**src/rtl/mod_exp_ctrl.sv**
```systemverilog
// mod_exp_ctrl: left-to-right square-and-multiply sequencer for M^e mod n.
// Drives the Montgomery-product stage with square (OPXX), multiply-by-M_bar
// (OPXM) and final conversion (OPX1) operations and captures the result.
module mod_exp_ctrl #(
    parameter int EBITS     = 256,
    parameter int LOG_EBITS = 8,
    parameter int BITLEN    = 256,
    parameter int MP_COUNT  = 256
) (
    input  logic                 clk,
    input  logic                 reset,
    input  logic                 start,
    input  logic [EBITS-1:0]     e,
    input  logic [LOG_EBITS:0]   e_len,
    output logic                 mp_start,
    output logic [1:0]           mp_op_code,
    output logic [LOG_EBITS:0]   mp_count,
    input  logic                 mp_stop,
    input  logic [BITLEN:0]      mp_P,
    output logic                 busy,
    output logic                 done,
    output logic [BITLEN-1:0]    result
);

    // The stage has no reset, so after our reset we wait long enough for any
    // operation it was running to drain before accepting work.
    localparam int FLUSH_CYCLES = MP_COUNT + 4;
    localparam int FW           = $clog2(FLUSH_CYCLES + 1);

    localparam logic [1:0] OPXX = 2'd0;
    localparam logic [1:0] OPXM = 2'd1;
    localparam logic [1:0] OPX1 = 2'd2;

    localparam logic [LOG_EBITS:0] IDX_ONE   = 1;
    localparam logic [FW-1:0]      FLUSH_ONE = 1;
    localparam logic [FW-1:0]      FLUSH_END = FW'(FLUSH_CYCLES - 1);

    typedef enum logic [2:0] {
        S_FLUSH,
        S_IDLE,
        S_NEXT,
        S_ISSUE,
        S_ARM,
        S_WAIT
    } state_t;

    state_t              state_q,     state_d;
    logic [FW-1:0]       flush_cnt_q, flush_cnt_d;
    logic [EBITS-1:0]    e_q,         e_d;
    logic [LOG_EBITS:0]  idx_q,       idx_d;
    logic [1:0]          op_q,        op_d;
    logic                mp_start_q,  mp_start_d;
    logic                busy_q,      busy_d;
    logic                done_q,      done_d;
    logic [BITLEN-1:0]   result_q,    result_d;

    // Only the low BITLEN bits of the stage result form the final value.
    logic mp_p_msb_unused;
    assign mp_p_msb_unused = mp_P[BITLEN];

    assign mp_start   = mp_start_q;
    assign mp_op_code = op_q;
    assign mp_count   = (LOG_EBITS + 1)'(MP_COUNT);
    assign busy       = busy_q;
    assign done       = done_q;
    assign result     = result_q;

    // Next-state logic: each transition into ISSUE also raises mp_start so the
    // pulse is registered and lines up exactly with the ISSUE cycle.
    always_comb begin
        state_d     = state_q;
        flush_cnt_d = flush_cnt_q;
        e_d         = e_q;
        idx_d       = idx_q;
        op_d        = op_q;
        mp_start_d  = 1'b0;
        busy_d      = busy_q;
        done_d      = 1'b0;
        result_d    = result_q;

        case (state_q)
            S_FLUSH: begin
                busy_d = 1'b1;
                if (flush_cnt_q == FLUSH_END) begin
                    state_d = S_IDLE;
                    busy_d  = 1'b0;
                end else begin
                    flush_cnt_d = flush_cnt_q + FLUSH_ONE;
                end
            end
            S_IDLE: begin
                // The cycle where done is high still belongs to the finishing
                // operation, so a start there is not taken.
                if (start && !done_q) begin
                    e_d     = e;
                    idx_d   = e_len;
                    busy_d  = 1'b1;
                    state_d = S_NEXT;
                end
            end
            S_NEXT: begin
                if (idx_q == '0) begin
                    op_d = OPX1;
                end else begin
                    idx_d = idx_q - IDX_ONE;
                    op_d  = OPXX;
                end
                mp_start_d = 1'b1;
                state_d    = S_ISSUE;
            end
            S_ISSUE: begin
                state_d = S_ARM;
            end
            S_ARM: begin
                // mp_stop may still be high from the previous op here.
                state_d = S_WAIT;
            end
            S_WAIT: begin
                if (mp_stop) begin
                    case (op_q)
                        OPXX: begin
                            if (e_q[idx_q[LOG_EBITS-1:0]]) begin
                                op_d       = OPXM;
                                mp_start_d = 1'b1;
                                state_d    = S_ISSUE;
                            end else begin
                                state_d = S_NEXT;
                            end
                        end
                        OPXM: begin
                            state_d = S_NEXT;
                        end
                        default: begin
                            result_d = mp_P[BITLEN-1:0];
                            done_d   = 1'b1;
                            busy_d   = 1'b0;
                            state_d  = S_IDLE;
                        end
                    endcase
                end
            end
            default: begin
                state_d = S_FLUSH;
            end
        endcase
    end

    // State and registered outputs; reset forces a full flush on release.
    always_ff @(posedge clk or posedge reset) begin
        if (reset) begin
            state_q     <= S_FLUSH;
            flush_cnt_q <= '0;
            e_q         <= '0;
            idx_q       <= '0;
            op_q        <= OPXX;
            mp_start_q  <= 1'b0;
            busy_q      <= 1'b1;
            done_q      <= 1'b0;
            result_q    <= '0;
        end else begin
            state_q     <= state_d;
            flush_cnt_q <= flush_cnt_d;
            e_q         <= e_d;
            idx_q       <= idx_d;
            op_q        <= op_d;
            mp_start_q  <= mp_start_d;
            busy_q      <= busy_d;
            done_q      <= done_d;
            result_q    <= result_d;
        end
    end

endmodule

```
**config.mk**
```make
export PLATFORM = sky130hd
export DESIGN_NAME = mod_exp_ctrl
export DESIGN_NICKNAME = d
export VERILOG_FILES = /design/src/rtl/mod_exp_ctrl.sv
export SDC_FILE = /design/constraint.sdc
export NUM_CORES = 1
export LEC_CHECK = 0
export CORE_AREA = 2 2 313 315
export DETAILED_ROUTE_END_ITERATION = 8
export DIE_AREA = 0 0 315 317
export GPL_TIMING_DRIVEN = 0
export PLACE_DENSITY = 0.48
export SETUP_SLACK_MARGIN = 0.2
export SYNTH_ARGS = -nofsm -noshare
export SYNTH_HDL_FRONTEND = slang
export SYNTH_SLANG_ARGS = --single-unit
```
**constraint.sdc**
```tcl
create_clock -name clk -period 30.6 [get_ports clk]
set_input_delay 6.12 -clock clk [delete_from_list [all_inputs] [get_ports clk]]
set_output_delay 6.12 -clock clk [all_outputs]
set_load 0.01 [all_outputs]
```
==> flow_summary.yaml, run 1 <==
outcome:
  result_of_the_run: "complete, no violations"
detailed_routing:
  detail-route-antenna-nets: 0
  wirelength_um: 93900
  detailedRoute.firstPassIterationCount: 7
  detail_route.drc_violations: 0
  routed-via-count: 15900
  detail_route.iter0.violations: 628
  wl_cell_um: 26.0
  viasPerCell: 4.39
floorplanning:
  design.die.area_um2: 99900
  placementRows: 114
  fp.dieW_um: 315
  initial_core_util: 0.233
  floorplan.die.height_um: 317
  core_area_um2: 96300
  floorplan.io_pins: 796
timing:
  hold_slack_ns: 0.487
  final_max_slew_viol_count: 0
  setup-violations-final: 0
  tightestPinTransition_ns: 1.22
  fmaxAchievable_mhz: 116
  fin_tns_setup_ns: 0
  final_hold_viol_count: 0
  period_share: 0.281
  grt_setup_unrepaired: "false"
  min_period_ns: 8.60
  fin_worst_skew_ns: 0.0258
  max-slew-margin-rel: 0.185
global_route:
  global_route.usage.total: 0.185
  globalRouteOverflowTotal: 0
  global_route_wire_length_before_repair_um: 130000
  antenna_found_initial: 43
  maximum_number_of_pins_on_one_net_before_global_route_repair: 121
  grt_pass1_vias: 17700
cts:
  postCtsSetupBuffers: 0
  cts_hold_repair.buffers: 0
  tritoncts: "built"
  cts_repair_resize_count: 0
  clk_root_buffer_cell: "sky130_fd_sc_hd__clkbuf_16"
  tritoncts.num_buffers: 70
  clkSlewWorstSetupHoldPaths_ns: 0.06
  h-tree-depth: 3
  clk-insertion-delay-late_ns: 0.63
  clk_path_buf_depth: 3
  cts_sinks: 538
synth:
  synth_edf_count: 0
  synth_flop_cell: "sky130_fd_sc_hd__dfrtp_1"
  syn_area_per_cell_um2: 16.0
  async_flop_share: 1.00
  synth.yosys.seq_area_share: 0.599
  synthDominantAreaCellType: "sky130_fd_sc_hd__dfrtp_1"
  synth.yosys.warnings: 0
  netlist_area_pre_place_um2: 22500
  post_synth_main_area_contributors: "sky130_fd_sc_hd__dfrtp_1 (60%), sky130_fd_sc_hd__mux2_2 (26%), sky130_fd_sc_hd__mux4_2 (5.0%)"
  yosys.area.top_type_share: 0.598
  netlist_instances: 1407
  synth_cell_type_count: 48
  ys_seq_elements: 538
placement:
  place_congestion: 0.860
  hpwlAfterDp_um: 74900
  dpl.cell_count: 3479
  placed_cell_area_um2: 32100
  numPortBuffers: 785
worst_hold_path:
  worstHoldPathType: "flip-flop to flip-flop"
  worstHoldPathCells: 1
  hp-start: "flush_cnt_q[8]"
  timing.hold.worst_endpoint: "flush_cnt_q[8]"
worst_setup_path:
  worst_path_dominant_cell_family: "buffers and inverters"
  cp_max_delay_cell: "sky130_fd_sc_hd__clkbuf_1"
  critPathLaunchType: "input port"
  path_cells: "clkdlybuf4s50_1 > nand2_1 > nor3_2 > clkbuf_1 > buf_2 > mux2_2"
  required_arrival_time_at_the_worst_endpoint_ns: 31.10
  critical_path.n_buffers_inverters: 3
  worst_r2r_startpoint: "idx_q[1]"
  timing.critical_path.to_type: "flip-flop"
  critical_path_arrival_ns: 9.09
  max_incr_delay_on_cp_ns: 0.81
  timing.critical_path.fanout_max: 10
  rr_worst_depth: 12
  crit-reg2reg-capture: "idx_q[2]"
  criticalPathCategory: "input port to flip-flop"
  r2r_setup_slack_ns: 26.81
power_and_ir_drop:
  power.switching_uw: 1130
  pwr-share-comb: 0.406
  clock_power_share: 0.241
  power_density_nw_per_um2: 101
  total_leakage_power_uw: 0.0148
  share_of_total_power_in_sequential_cells: 0.352
  power.share.switching: 0.325
  p_int_uw: 2340
  vdd_ir_drop_max_v: 0.0000540
cells_and_area:
  non_filler_cells_in_the_finished_layout: 3615
  area_growth_pct: 53.2
  design_area_um2: 34400
  drive_gt1_frac: 0.323
  fin_nets: 2803
job:
  max_cap_violations: 0
## power groups by stage
stage	registers, uW	logic, uW	clock network (uW)
floorplan	1260	675	0
global placement	1220	1430	0
detailed placement	1230	1440	0
CTS	1220	1450	866
global route	1260	1500	894
finish	1220	1410	836
## through the flow
stage	utilization	worst slack, ns	total power (uW)
2_1_floorplan	-	9.44	1930
3_3_place_gp	0.332	2.43	2650
3_5_place_dp	0.333	21.21	2670
4_1_cts	0.357	21.91	3540
5_1_grt	0.357	21.87	3660
6_report	0.358	22.00	3470
## layout by cell type, fill, tap and decap left out, drive strengths merged, types with 3 or more instances in the layout
cell type | Yosys | routed
nand4 | 6 | 6
nand3 | 3 | 3
dfrtp | 537 | 537
a2111oi | 3 | 3
nand2 | 29 | 29
nand2b | 5 | 5
clkbuf | 27 | 129
diode | 0 | 10
nor3 | 13 | 13
xnor2 | 7 | 7
o21ai | 21 | 21
clkdlybuf4s50 | 0 | 785
buf | 68 | 72
bufinv | 0 | 4
conb | 2 | 9
mux2 | 517 | 517
a21oi | 15 | 15
mux4 | 67 | 67
mux2i | 16 | 16
or3 | 3 | 3
clkinv | 0 | 15
nor2 | 30 | 30
inv | 7 | 10
## kinds of logic (layout without fill, tap and decap cells)
logic type | count (synthesis) | after routing | share of synthesized area
multiplexers | 600 | 600 | 0.336
flip-flops | 538 | 538 | 0.599
buffers and inverters | 102 | 1017 | 0.0238
AND/OR/NAND/NOR | 97 | 97 | 0.0198
AO/OA/AOI/OAI | 58 | 58 | 0.0166
XOR/XNOR | 8 | 8 | 0.00312
adder cells (fa/ha/maj) | 2 | 2 | 0.00111
other | 2 | 19 | 0.000334
## final cells by class
cell class | count | area (um2)
buffer | 95 | 508
multi-input combinational | 774 | 8510
clock inverter | 24 | 251
inverter | 7 | 33.8
antenna | 10 | 25.0
fill | 9330 | 61900
timing repair buffer | 789 | 7970
tap | 1276 | 1600
sequential | 538 | 13500
clock buffer | 102 | 2080
## synthesized netlist by cell type, types with 3 or more instances
master and instances:
sky130_fd_sc_hd__mux2_2 517, sky130_fd_sc_hd__nand4_1 6, sky130_fd_sc_hd__mux4_1 17, sky130_fd_sc_hd__nand2b_1 5, sky130_fd_sc_hd__nand2_1 29, sky130_fd_sc_hd__inv_1 6
sky130_fd_sc_hd__nor3_1 13, sky130_fd_sc_hd__mux2i_1 16, sky130_fd_sc_hd__buf_1 5, sky130_fd_sc_hd__dfrtp_1 537, sky130_fd_sc_hd__xnor2_1 7, sky130_fd_sc_hd__buf_2 47
sky130_fd_sc_hd__clkbuf_1 26, sky130_fd_sc_hd__mux4_2 50, sky130_fd_sc_hd__or3_1 3, sky130_fd_sc_hd__nand3_1 3, sky130_fd_sc_hd__buf_4 13, sky130_fd_sc_hd__o21ai_0 19
sky130_fd_sc_hd__a21oi_1 15, sky130_fd_sc_hd__nor2_1 30
## worst max path at each step
stage / endpoint / start / depth (start not counted) / slack [ns]
6_report: result[144] / mp_stop / 6 / 22.00
5_1_grt: result[142] / mp_stop / 6 / 21.87
4_1_cts: result[144] / mp_stop / 6 / 21.91
3_5_place_dp: result[144] / mp_stop / 6 / 21.21
3_3_place_gp: e_q[165] / reset / 2 / 2.43
2_1_floorplan: done / reset / 1 / 9.44
## flip-flops by register name (all words and copies together), names as in the netlist
signal       count
e_q            256
result         256
flush_cnt_q      9
idx_q            9
state_q          3
mp_op_code       2
busy             1
done             1
mp_start         1
## layer usage
| layer | GRT usage | vias to the layer above | wire (um) |
|---|---|---|---|
| met5 | 0 | - | 399 |
| met3 | 0.0816 | 188 | 8770 |
| met4 | 0.0644 | 64 | 3410 |
| li1 | - | 6878 | - |
| met2 | 0.329 | 593 | 48400 |
| met1 | 0.192 | 8140 | 33000 |
## worst register-to-register path: stages (launching register included)
cell and delay [ns]:
sky130_fd_sc_hd__dfrtp_1 0.36, sky130_fd_sc_hd__buf_4 0.21, sky130_fd_sc_hd__buf_4 0.24, sky130_fd_sc_hd__buf_2 0.35
sky130_fd_sc_hd__buf_4 0.30, sky130_fd_sc_hd__inv_1 0.26, sky130_fd_sc_hd__ha_1 0.24, sky130_fd_sc_hd__nor3b_1 0.52
sky130_fd_sc_hd__nand4_1 0.20, sky130_fd_sc_hd__nand2_1 0.24, sky130_fd_sc_hd__clkbuf_1 0.35, sky130_fd_sc_hd__o21ai_0 0.16
sky130_fd_sc_hd__o21ai_0 0.19
Note: power is estimated with default switching activity, not from simulation.
==> inputs of run 2 (changes only) <==
==> constraint.sdc (replaced) <==
create_clock -name clk -period 8.4 [get_ports clk]
set_input_delay 1.68 -clock clk [delete_from_list [all_inputs] [get_ports clk]]
set_output_delay 1.68 -clock clk [all_outputs]
set_load 0.01 [all_outputs]
==> flow_summary.yaml, run 2 (synthesized netlist as in run 1, its figures left out) <==
floorplanning:
  floorplan.die.height_um: 317
  core_area_um2: 96300
  initial_core_util: 0.233
  fp.dieW_um: 315
  placementRows: 114
  design.die.area_um2: 99900
  floorplan.io_pins: 796
detailed_routing:
  detail_route.drc_violations: 0
  detailedRoute.firstPassIterationCount: 5
  wl_cell_um: 26.1
  viasPerCell: 4.39
  wirelength_um: 94300
  routed-via-count: 15900
  detail_route.iter0.violations: 595
  detail-route-antenna-nets: 0
cts:
  clkSlewWorstSetupHoldPaths_ns: 0.05
  tritoncts: "built"
  cts_repair_resize_count: 0
  clk_path_buf_depth: 3
  tritoncts.num_buffers: 68
  clk_root_buffer_cell: "sky130_fd_sc_hd__clkbuf_16"
  postCtsSetupBuffers: 0
  clk-insertion-delay-late_ns: 0.62
  cts_hold_repair.buffers: 0
  h-tree-depth: 3
  cts_sinks: 538
timing:
  period_share: 0.517
  grt_setup_unrepaired: "false"
  fin_worst_skew_ns: 0.0187
  fin_tns_setup_ns: 0
  hold_slack_ns: 0.471
  min_period_ns: 4.34
  tightestPinTransition_ns: 1.08
  fmaxAchievable_mhz: 230
  final_hold_viol_count: 0
  final_max_slew_viol_count: 0
  max-slew-margin-rel: 0.283
  setup-violations-final: 0
power_and_ir_drop:
  vdd_ir_drop_max_v: 0.000179
  power.switching_uw: 4070
  power_density_nw_per_um2: 361
  power.share.switching: 0.327
  total_leakage_power_uw: 0.0147
  pwr-share-comb: 0.414
  p_int_uw: 8380
  share_of_total_power_in_sequential_cells: 0.358
  clock_power_share: 0.228
worst_setup_path:
  rr_worst_depth: 9
  r2r_setup_slack_ns: 4.61
  worst_r2r_startpoint: "idx_q[2]"
  criticalPathCategory: "input port to flip-flop"
  required_arrival_time_at_the_worst_endpoint_ns: 8.90
  crit-reg2reg-capture: "mp_start"
  cp_max_delay_cell: "sky130_fd_sc_hd__clkbuf_1"
  worst_path_dominant_cell_family: "buffers and inverters"
  max_incr_delay_on_cp_ns: 0.87
  path_cells: "clkdlybuf4s50_1 > nand2_1 > nor3_1 > clkbuf_1 > buf_2 > mux2_2"
  critical_path.n_buffers_inverters: 3
  critical_path_arrival_ns: 4.84
  critPathLaunchType: "input port"
  timing.critical_path.to_type: "flip-flop"
  timing.critical_path.fanout_max: 10
worst_hold_path:
  hp-start: "flush_cnt_q[8]"
  worstHoldPathType: "flip-flop to flip-flop"
  timing.hold.worst_endpoint: "flush_cnt_q[8]"
  worstHoldPathCells: 1
job:
  max_cap_violations: 0
global_route:
  global_route.usage.total: 0.185
  antenna_found_initial: 26
  maximum_number_of_pins_on_one_net_before_global_route_repair: 43
  globalRouteOverflowTotal: 0
  grt_pass1_vias: 17600
  global_route_wire_length_before_repair_um: 131000
placement:
  place_congestion: 0.846
  numPortBuffers: 785
  hpwlAfterDp_um: 76500
  placed_cell_area_um2: 32300
  dpl.cell_count: 3491
cells_and_area:
  design_area_um2: 34400
  most-common-layout-cells: "sky130_fd_sc_hd__clkdlybuf4s50_1 (785), sky130_fd_sc_hd__dfrtp_1 (537), sky130_fd_sc_hd__mux2_2 (517)"
  multiInputGateArea_um2: 8500
  fin_nets: 2813
  seq_area_um2: 13500
  non_filler_cells_in_the_finished_layout: 3617
  utilization: 0.358
  leading_cell_type_in_the_layout_fill_and_taps_excluded: "sky130_fd_sc_hd__clkdlybuf4s50_1"
  num-fill-cells: 9301
  drive_gt1_frac: 0.321
  area_growth_pct: 53.3
outcome:
  result_of_the_run: "complete, no violations"
run 2: worst max-delay path by stage:
stage | endpoint | startpoint | cells past startpoint
after floorplan | done | reset | 1
after global placement | e_q[105] | reset | 2
after detailed placement | result[120] | mp_stop | 6
after CTS | result[120] | mp_stop | 6
after global routing | result[120] | mp_stop | 6
final | result[120] | mp_stop | 6
run 2: per-stage QoR:
step,total power [uW],setup slack (ns)
4_1_cts,12700,3.91
2_1_floorplan,7040,-0.595
3_5_place_dp,9770,3.22
5_1_grt,13100,3.85
6_report,12400,4.06
3_3_place_gp,9660,-4.46
run 2: power groups by stage:
| stage | clock network [uW] | registers [uW] | logic [uW] |
|---|---|---|---|
| after global placement | 0 | 4460 | 5200 |
| after CTS | 2950 | 4460 | 5300 |
| final | 2840 | 4450 | 5150 |
| after floorplan | 0 | 4580 | 2460 |
| after detailed placement | 0 | 4490 | 5280 |
| after global routing | 3060 | 4610 | 5470 |
run 2: per-layer routing:
layer,share of wire,GRT usage
met4,0.020,0.0407
met1,0.37,0.202
met3,0.079,0.0670
met2,0.53,0.342
met5,0.0024,0
run 2: worst reg2reg max path, stage by stage (launching register included):
cell	delay (ns)
sky130_fd_sc_hd__dfrtp_1	0.36
sky130_fd_sc_hd__buf_2	0.37
sky130_fd_sc_hd__buf_1	0.79
sky130_fd_sc_hd__buf_2	0.54
sky130_fd_sc_hd__mux2i_1	0.43
sky130_fd_sc_hd__nor3_1	0.12
sky130_fd_sc_hd__a2111oi_2	0.38
sky130_fd_sc_hd__o22ai_1	0.17
sky130_fd_sc_hd__a32oi_2	0.33
sky130_fd_sc_hd__o31ai_1	0.14
run 2: area by class of cell:
class | count | area share
Inverter | 7 | 0.000872
Multi-Input combinational cell | 774 | 0.247
Clock buffer | 103 | 0.0574
Clock inverter | 16 | 0.00472
Timing Repair Buffer | 801 | 0.238
Buffer | 95 | 0.0147
Antenna cell | 7 | 0.000509
Tap cell | 1276 | 0.0464
Sequential cell | 538 | 0.391
==> inputs of run 3 (changes only) <==
--- a/config.mk
+++ b/config.mk
@@ -5,11 +5,11 @@
 export SDC_FILE = /design/constraint.sdc
 export NUM_CORES = 1
 export LEC_CHECK = 0
-export CORE_AREA = 2 2 313 315
+export CORE_AREA = 2 2 309 311
 export DETAILED_ROUTE_END_ITERATION = 8
-export DIE_AREA = 0 0 315 317
+export DIE_AREA = 0 0 311 313
 export GPL_TIMING_DRIVEN = 0
-export PLACE_DENSITY = 0.48
+export PLACE_DENSITY = 0.51
 export SETUP_SLACK_MARGIN = 0.2
 export SYNTH_ARGS = -nofsm -noshare
 export SYNTH_HDL_FRONTEND = slang
==> constraint.sdc (replaced) <==
create_clock -name clk -period 3.8 [get_ports clk]
set_input_delay 0.76 -clock clk [delete_from_list [all_inputs] [get_ports clk]]
set_output_delay 0.76 -clock clk [all_outputs]
set_load 0.01 [all_outputs]
==> flow_summary.yaml, run 3 (synthesized netlist as in run 1, its figures left out) <==
worst_setup_path:
  timing.critical_path.fanout_max: 10
  max_incr_delay_on_cp_ns: 0.53
  timing.critical_path.to_type: "flip-flop"
  criticalPathCategory: "flip-flop to flip-flop"
  cp_max_delay_cell: "sky130_fd_sc_hd__mux2i_1"
  worst_path_most_repeated_cell: "sky130_fd_sc_hd__buf_4"
  required_arrival_time_at_the_worst_endpoint_ns: 4.27
  path_cells: "buf_4 > buf_2 > buf_4 > mux4_1 > mux2i_1 > a31oi_1 > a211o_1 > a32oi_2 > o31ai_1"
  critPathLaunchType: "flip-flop"
  critical_path_arrival_ns: 3.88
cts:
  clk-insertion-delay-late_ns: 0.61
  cts_sinks: 538
  tritoncts: "built"
  clkSlewWorstSetupHoldPaths_ns: 0.06
  clk_path_buf_depth: 3
  h-tree-depth: 3
  tritoncts.num_buffers: 67
  clk_root_buffer_cell: "sky130_fd_sc_hd__clkbuf_16"
  cts_hold_repair.buffers: 0
detailed_routing:
  detail-route-antenna-nets: 0
  detail_route.drc_violations: 0
  routed-via-count: 15700
  viasPerCell: 4.36
  wirelength_um: 93000
  detail_route.iter0.violations: 530
  wl_cell_um: 25.8
  detailedRoute.firstPassIterationCount: 4
worst_hold_path:
  worstHoldPathType: "flip-flop to flip-flop"
outcome:
  result_of_the_run: "complete, no violations"
placement:
  placed_cell_area_um2: 32300
  place_congestion: 0.845
  numPortBuffers: 785
  hpwlAfterDp_um: 75100
global_route:
  globalRouteMet1Util: 0.210
  use_met2: 0.339
  global_route.usage.total: 0.188
  maximum_number_of_pins_on_one_net_before_global_route_repair: 45
  global_route_wire_length_before_repair_um: 131000
  grt_most_used_layer: "met2"
  globalRouteOverflowTotal: 0
  grt_pass1_vias: 17300
  global_route.usage.met3: 0.0642
  antenna_found_initial: 28
floorplanning:
  fp.dieW_um: 311
  initial_core_util: 0.239
  core_area_um2: 94200
  design.die.area_um2: 97300
  placementRows: 113
  floorplan.io_pins: 796
  floorplan.die.height_um: 313
cells_and_area:
  fin_nets: 2811
  area_growth_pct: 53.4
  most-common-layout-cells: "sky130_fd_sc_hd__clkdlybuf4s50_1 (785), sky130_fd_sc_hd__dfrtp_1 (537), sky130_fd_sc_hd__mux2_2 (517)"
  utilization: 0.366
  design_area_um2: 34500
  drive_gt1_frac: 0.324
  leading_cell_type_in_the_layout_fill_and_taps_excluded: "sky130_fd_sc_hd__clkdlybuf4s50_1"
timing:
  fmaxAchievable_mhz: 293
  final_hold_viol_count: 0
  grt_setup_unrepaired: "false"
  fin_worst_skew_ns: 0.0189
  fin_tns_setup_ns: 0
  min_period_ns: 3.41
  period_share: 0.898
  tightestPinTransition_ns: 1.11
  max-slew-margin-rel: 0.261
  final_max_slew_viol_count: 0
  setup-violations-final: 0
power_and_ir_drop:
  power_density_nw_per_um2: 803
  sum_of_internal_switching_and_leakage_power_uw: 27700
  total_leakage_power_uw: 0.0148
  vdd_ir_drop_max_v: 0.000414
job:
  max_cap_violations: 0
## run 3: cell count changes in the layout (fill, tap and decap cells not counted), moves of 2 or more
cell | before | now
sky130_fd_sc_hd__bufinv_16 | 2 | 5
sky130_fd_sc_hd__buf_1 | 5 | 3
sky130_fd_sc_hd__buf_4 | 13 | 15
sky130_fd_sc_hd__clkdlybuf4s15_2 | 0 | 2
sky130_fd_sc_hd__mux2i_2 | 0 | 3
sky130_fd_sc_hd__mux2i_1 | 16 | 13
sky130_fd_sc_hd__clkinv_2 | 7 | 9
sky130_fd_sc_hd__buf_2 | 47 | 45
sky130_fd_sc_hd__inv_6 | 5 | 2
## run 3: power by group
| part | switching, uW | internal (uW) | leakage (uW) |
|---|---|---|---|
| Clock | 2550 | 3860 | 0.00106 |
| Sequential | 1420 | 8430 | 0.00689 |
| Combinational | 5030 | 6380 | 0.00681 |
| Total | 8990 | 18700 | 0.0148 |
## run 3: per-layer routing
layer,share of wire,vias to the layer above
li1,-,6870
met1,0.38,8090
met2,0.52,562
met3,0.070,154
met4,0.029,36
met5,0.0025,-
## run 3: worst paths after layout
check,from,end,slack [ns],cells past startpoint
max in group asynchronous,reset,e_q[37],1.38,8
min reg2reg,flush_cnt_q[8],flush_cnt_q[8],0.47,1
max reg2reg,idx_q[1],mp_start,0.39,9
min in group asynchronous,reset,result[72],0.55,2
max,idx_q[1],mp_start,0.39,9
min,flush_cnt_q[8],flush_cnt_q[8],0.47,1
## run 3: layout make-up
class	count	area, um2
plain buffers	95	528
well taps	1265	1580
multi-input cells	774	8520
repair buffers	800	8170
fillers	9074	59700
diodes	7	17.5
clock inverters	18	228
flip-flops and latches	538	13500
inverters	7	30.0
clock buffers	102	1940
## run 3: worst max-delay path: cells and delay by family, from the launching register on
family	cells	cell delay [ns]
compound gates	4	0.98
buf+inv	3	1.08
flops	1	0.32
mux	2	0.86
## run 3: timing repair
| action | 4_1_cts | 5_1_grt |
|---|---|---|
| endpoints found under the setup margin | 11 | 1 |
| resized for setup | 10 | 1 |
| buffers inserted | 0 | 0 |
## run 3: through the flow
step	hold WS [ns]	instances	worst slack [ns]
3_3_place_gp	0.461	3464	-7.99
4_1_cts	0.476	3599	0.265
3_5_place_dp	0.463	3479	-0.308
6_report	0.472	3606	0.388
5_1_grt	0.494	3603	0.202
2_1_floorplan	0.446	1414	-4.28
